$ cat config.mk
export PLATFORM = sky130hd
export DESIGN_NAME = operand_fetch
export DESIGN_NICKNAME = d
export VERILOG_FILES = /design/src/rtl/vr16_pkg.sv /design/src/rtl/operand_mux.sv /design/src/rtl/operand_fetch.sv
export SDC_FILE = /design/constraint.sdc
export NUM_CORES = 1
export LEC_CHECK = 0
export CAP_MARGIN = 10
export CORE_ASPECT_RATIO = 1.75
export CORE_MARGIN = 2
export CORE_UTILIZATION = 45
export CTS_CLUSTER_SIZE = 10
export DETAILED_ROUTE_END_ITERATION = 12
export GPL_TIMING_DRIVEN = 0
export PLACE_DENSITY = 0.87
export SYNTH_ARGS = -nofsm -noshare
export SYNTH_HDL_FRONTEND = slang
export SYNTH_SLANG_ARGS = --single-unit
$ cat constraint.sdc
create_clock -name clk -period 2.9 [get_ports clk]
set_input_delay 0.87 -clock clk [delete_from_list [all_inputs] [get_ports clk]]
set_output_delay 0.87 -clock clk [all_outputs]
set_load 0.1 [all_outputs]
$ cat src/rtl/vr16_pkg.sv
// Shared definitions for the vr16 core: register indices, fetch FSM encoding
// and the write-bypass match helper used by the operand path.
package vr16_pkg;

  localparam logic [1:0] REG_A = 2'd0;
  localparam logic [1:0] REG_B = 2'd1;
  localparam logic [1:0] REG_C = 2'd2;
  localparam logic [1:0] REG_D = 2'd3;

  typedef enum logic {
    IDLE = 1'b0,
    HOLD = 1'b1
  } fetch_state_t;

  // True when a register-file write this edge targets the given register.
  function automatic logic bypass_hit(input logic       write_enable,
                                      input logic [1:0] store_at,
                                      input logic [1:0] sel);
    return write_enable && (store_at == sel);
  endfunction

endpackage

$ cat src/rtl/operand_mux.sv
// 4:1 register-file read select; a same-edge write to the selected register
// forwards alu_result so the freshest value is captured.
module operand_mux
  import vr16_pkg::*;
#(
  parameter int DATA_WIDTH = 16
) (
  input  logic [1:0]            sel,
  input  logic [DATA_WIDTH-1:0] reg_a_in,
  input  logic [DATA_WIDTH-1:0] reg_b_in,
  input  logic [DATA_WIDTH-1:0] reg_c_in,
  input  logic [DATA_WIDTH-1:0] reg_d_in,
  input  logic                  write_enable,
  input  logic [1:0]            store_at,
  input  logic [DATA_WIDTH-1:0] alu_result,
  output logic [DATA_WIDTH-1:0] data
);

  always_comb begin
    data = reg_a_in;
    unique case (sel)
      REG_A:   data = reg_a_in;
      REG_B:   data = reg_b_in;
      REG_C:   data = reg_c_in;
      REG_D:   data = reg_d_in;
      default: data = reg_a_in;
    endcase
    if (bypass_hit(write_enable, store_at, sel)) data = alu_result;
  end

endmodule

$ cat src/rtl/operand_fetch.sv
// Operand fetch stage: accepts decoder read requests, captures two operands
// with write bypass, and holds them (tracking writes) until the ALU consumes.
module operand_fetch
  import vr16_pkg::*;
#(
  parameter int DATA_WIDTH = 16,
  parameter int CNT_WIDTH  = 8
) (
  input  logic                  clk,
  input  logic                  reset,
  input  logic                  req_valid,
  output logic                  req_ready,
  input  logic [1:0]            src_a_sel,
  input  logic [1:0]            src_b_sel,
  input  logic [DATA_WIDTH-1:0] reg_a_in,
  input  logic [DATA_WIDTH-1:0] reg_b_in,
  input  logic [DATA_WIDTH-1:0] reg_c_in,
  input  logic [DATA_WIDTH-1:0] reg_d_in,
  input  logic                  write_enable,
  input  logic [1:0]            store_at,
  input  logic [DATA_WIDTH-1:0] alu_result,
  output logic                  op_valid,
  input  logic                  out_ready,
  output logic [DATA_WIDTH-1:0] operand_a,
  output logic [DATA_WIDTH-1:0] operand_b,
  output logic [CNT_WIDTH-1:0]  fetch_count
);

  fetch_state_t          state, state_nxt;
  logic                  accept;
  logic [DATA_WIDTH-1:0] opa_p0, opb_p0;
  logic [DATA_WIDTH-1:0] opa_p1, opb_p1;
  logic [1:0]            sel_a_p1, sel_b_p1;
  logic [CNT_WIDTH-1:0]  cnt_p1;

  assign accept = req_valid && req_ready;

  operand_mux #(.DATA_WIDTH(DATA_WIDTH)) u_mux_a (
    .sel          (src_a_sel),
    .reg_a_in     (reg_a_in),
    .reg_b_in     (reg_b_in),
    .reg_c_in     (reg_c_in),
    .reg_d_in     (reg_d_in),
    .write_enable (write_enable),
    .store_at     (store_at),
    .alu_result   (alu_result),
    .data         (opa_p0)
  );

  operand_mux #(.DATA_WIDTH(DATA_WIDTH)) u_mux_b (
    .sel          (src_b_sel),
    .reg_a_in     (reg_a_in),
    .reg_b_in     (reg_b_in),
    .reg_c_in     (reg_c_in),
    .reg_d_in     (reg_d_in),
    .write_enable (write_enable),
    .store_at     (store_at),
    .alu_result   (alu_result),
    .data         (opb_p0)
  );

  always_ff @(posedge clk or negedge reset) begin
    if (!reset) state <= IDLE;
    else        state <= state_nxt;
  end

  always_comb begin
    state_nxt = state;
    unique case (state)
      IDLE:    if (accept) state_nxt = HOLD;
      HOLD:    if (out_ready && !req_valid) state_nxt = IDLE;
      default: state_nxt = IDLE;
    endcase
  end

  always_comb begin
    op_valid  = (state == HOLD);
    req_ready = (state == IDLE) || out_ready;
  end

  // ---- stage p0 -> p1: operand capture and stall-time write tracking ----
  always_ff @(posedge clk or negedge reset) begin
    if (!reset) begin
      opa_p1   <= '0;
      opb_p1   <= '0;
      sel_a_p1 <= REG_A;
      sel_b_p1 <= REG_A;
    end else if (accept) begin
      opa_p1   <= opa_p0;
      opb_p1   <= opb_p0;
      sel_a_p1 <= src_a_sel;
      sel_b_p1 <= src_b_sel;
    end else if (state == HOLD && !out_ready) begin
      if (bypass_hit(write_enable, store_at, sel_a_p1)) opa_p1 <= alu_result;
      if (bypass_hit(write_enable, store_at, sel_b_p1)) opb_p1 <= alu_result;
    end
  end

  always_ff @(posedge clk or negedge reset) begin
    if (!reset)      cnt_p1 <= '0;
    else if (accept) cnt_p1 <= cnt_p1 + CNT_WIDTH'(1);
  end

  assign operand_a   = opa_p1;
  assign operand_b   = opb_p1;
  assign fetch_count = cnt_p1;

endmodule

==> metrics.cfg <==
[sta]
hold-worst-slack_ns = 0.3548
worst_pin_slew_ns = 1.021
clock_skew_ns = 0.005404
hold_viol_final = 0
finalSetupViolations = 0
slew_violations = 0
maxSlewHeadroom_pct = 31.71
period_minus_slack_ns = 2.818
min_period_over_period_pct = 97.17
max_freq_ghz = 0.3549
rsz0062_at_grt = no
fin_setup_tns_ns = 0

[power_and_ir_drop]
p_leak_uw = 0.001723
p_int_uw = 1601
combPwrFrac_pct = 57.3
ir_drop_uv = 890.1
pwr-share-clk_pct = 15.3
sequentialPowerShare_pct = 27.4
power.density_nw_per_um2 = 751.8
power_uw = 3251
p_sw_uw = 1650
p_sw_share_pct = 50.76

[logic_synthesis]
synth_area_leader_cell = dfrtp_1
avgSynthCellArea_um2 = 13.07
synth_top_cells_by_area = dfrtp_1, mux4_2, a221o_1, nor2b_1, xnor2_1
ys_seq_area_share_pct = 40.27
synthCells = 214
yosysWarnings = 0
ys_types = 28
yosysTopAreaCellShare_pct = 40.27
netlist_area_um2 = 2796
synth-seq-cells = 45
syn_nets = 306

[routing]
drt_wl_total_mm = 9.140
dr.pass1.iters = 4
drc = 0
route.vias.total = 2538
wl_per_cell_um = 21.21
drtIter0Drc = 174
ant_nets = 0
vias_per_cell = 5.889

[clocking]
htree_num_levels = 2
clk-insertion-delay-late_ns = 0.31
postCtsSetupRepairBufs = 0
cts.sinks = 45
clkTransAtPathRegs_ns = 0.08
cts_tree = yes
root_buffer = clkbuf_8
clockBufferDepth = 2
cts_buffers = 5

[placement]
post_dp_cell_area_um2 = 4193
gp_congestion = 0.8451
io_buffers = 128
dpl.hpwl_mm = 7.053

[critical_path]
path_max_fanout = 5
cpMaxStageDelayCell = clkdlybuf4s50_1
crit_chain = clkdlybuf4s50_1
worstPathRequired_ns = 2.03
path_buf_inv = 1
worstPathArrival_ns = 1.95
cpLargestDelayFamily = buffers and inverters
crit_type = reg -> out
setup.worst_path.end_class = output pin
start_kind = flip-flop
max_stage_delay_ns = 1.17

[floorplanning]
design.core.area_um2 = 6086
fp-row-count = 38
initial_core_util_pct = 45.95
io_pins = 133
fp.dieArea_um2 = 6886
die_y_um = 108.3
die_width_um = 63.59

[layout]
diodes = 0
layout-drive-gt1-share_pct = 17.38
fillers = 466
stdcell_area_um2 = 4324
nets = 442
area_growth_syn_to_layout_pct = 54.63

[grt]
gr-total-overflow = 0
grt_max_degree = 43
busiest_layer = met2
globalRouteMet2Util_pct = 48.42
grt_pass1_wl_mm = 13.72
antenna_found_initial = 0
grt_pass1_vias = 2722
gr-usage-met3_pct = 6.035
met1_usage_pct = 27.51
grtUsageTotal_pct = 26.92

[min_path]
hp-class = in -> async

[job]
maxCapViolations = 0

[outcome]
outcome = completed

## cells by family (layout without fill, tap and decap cells)
group	Yosys count	in the layout	synth area share, %
buf+inv	25	162	4.429
compound gates	48	48	13.92
fa+ha+maj	1	1	0.4474
flops	45	45	40.27
mux	36	36	27.38
simple gates	44	44	8.859
xor+xnor	15	15	4.698
## metrics by stage
step	worst slack, ns	cells	util (%)
2_1_floorplan	0.2352	214	-
3_3_place_gp	-0.7841	422	68.65
3_5_place_dp	-0.8141	423	68.89
4_1_cts	0.04874	431	70.81
5_1_grt	0.05197	431	71.05
6_report	0.08194	431	71.05
## cell usage in the layout, fill, tap and decap left out
cell type          n
clkdlybuf4s50_1  126
dfrtp_1           45
mux4_2            32
a221o_1           21
nor2b_1           15
inv_1             11
o22ai_1           11
a21oi_1           11
nand2_1            8
xnor2_1            8
xor2_1             7
buf_2              6
and2b_1            6
clkbuf_8           6
nor2_1             4
nor3_1             4
clkbuf_1           4
mux2_2             4
clkbuf_2           3
buf_6              3
a311o_1            2
o32ai_2            2
nand4_1            2
nor2b_4            1
nand3b_1           1
a41o_1             1
and2_1             1
nand3_1            1
or2_2              1
ha_1               1
bufinv_16          1
buf_4              1
buf_12             1
## path summary, 6_finish.rpt
check                                from        endpoint  slack, ns  cells after the start
max                        fetch_count[0]  fetch_count[0]       0.08                      1
min                                 reset    operand_b[7]       0.35                      1
max reg2reg                      op_valid   operand_a[10]       0.94                      5
min reg2reg                fetch_count[7]  fetch_count[7]       0.48                      1
max in group asynchronous           reset   operand_b[13]       2.13                      2
min in group clk           fetch_count[7]  fetch_count[7]       0.48                      1
## cell usage after synthesis (all sizes together)
library cell / number
a21oi: 11
a221o: 21
a311o: 2
a41o: 1
and2: 1
and2b: 6
buf: 8
clkbuf: 6
dfrtp: 45
ha: 1
inv: 11
mux2: 4
mux4: 32
nand2: 8
nand3: 1
nand3b: 1
nand4: 2
nor2: 4
nor2b: 16
nor3: 4
o22ai: 11
o32ai: 2
or2: 1
xnor2: 8
xor2: 7
## timing repair
action                     in CTS  in global routing
gates cloned                    0                  0
resized for setup               7                  6
setup endpoints to repair       1                  9
hold buffers                    0                  0
pin swaps                       0                  0
## routing by layer
metal  vias to the layer above  wire length (um)
met5                         -                 0
met4                         0               442
met3                        29               534
met2                       118              5131
met1                      1270              3032
li1                       1121                 -
## registers in the layout (all words and copies together), names as in the netlist
register	cells
fetch_count	8
op_valid	1
operand_a	16
operand_b	16
sel_a_p1	2
sel_b_p1	2
## cell type report
cell class	count	area (um^2)	share of cell area, %
Inverter	11	41.29	0.9549
Sequential cell	45	1126	26.04
Tap cell	80	100.1	2.315
Buffer	14	85.08	1.968
Clock inverter	1	30.03	0.6944
Multi-Input combinational cell	144	1562	36.11
Timing Repair Buffer	129	1294	29.92
Clock buffer	7	86.33	1.997
## power by group through the flow
stage	clock network, uW	registers, uW	logic [uW]
floorplan	0	1870	341
global placement	0	895	1830
detailed placement	0	902	1850
CTS	500	890	1860
global route	523	907	1920
finish	497	892	1860
Note: power is estimated with default switching activity, not from simulation.
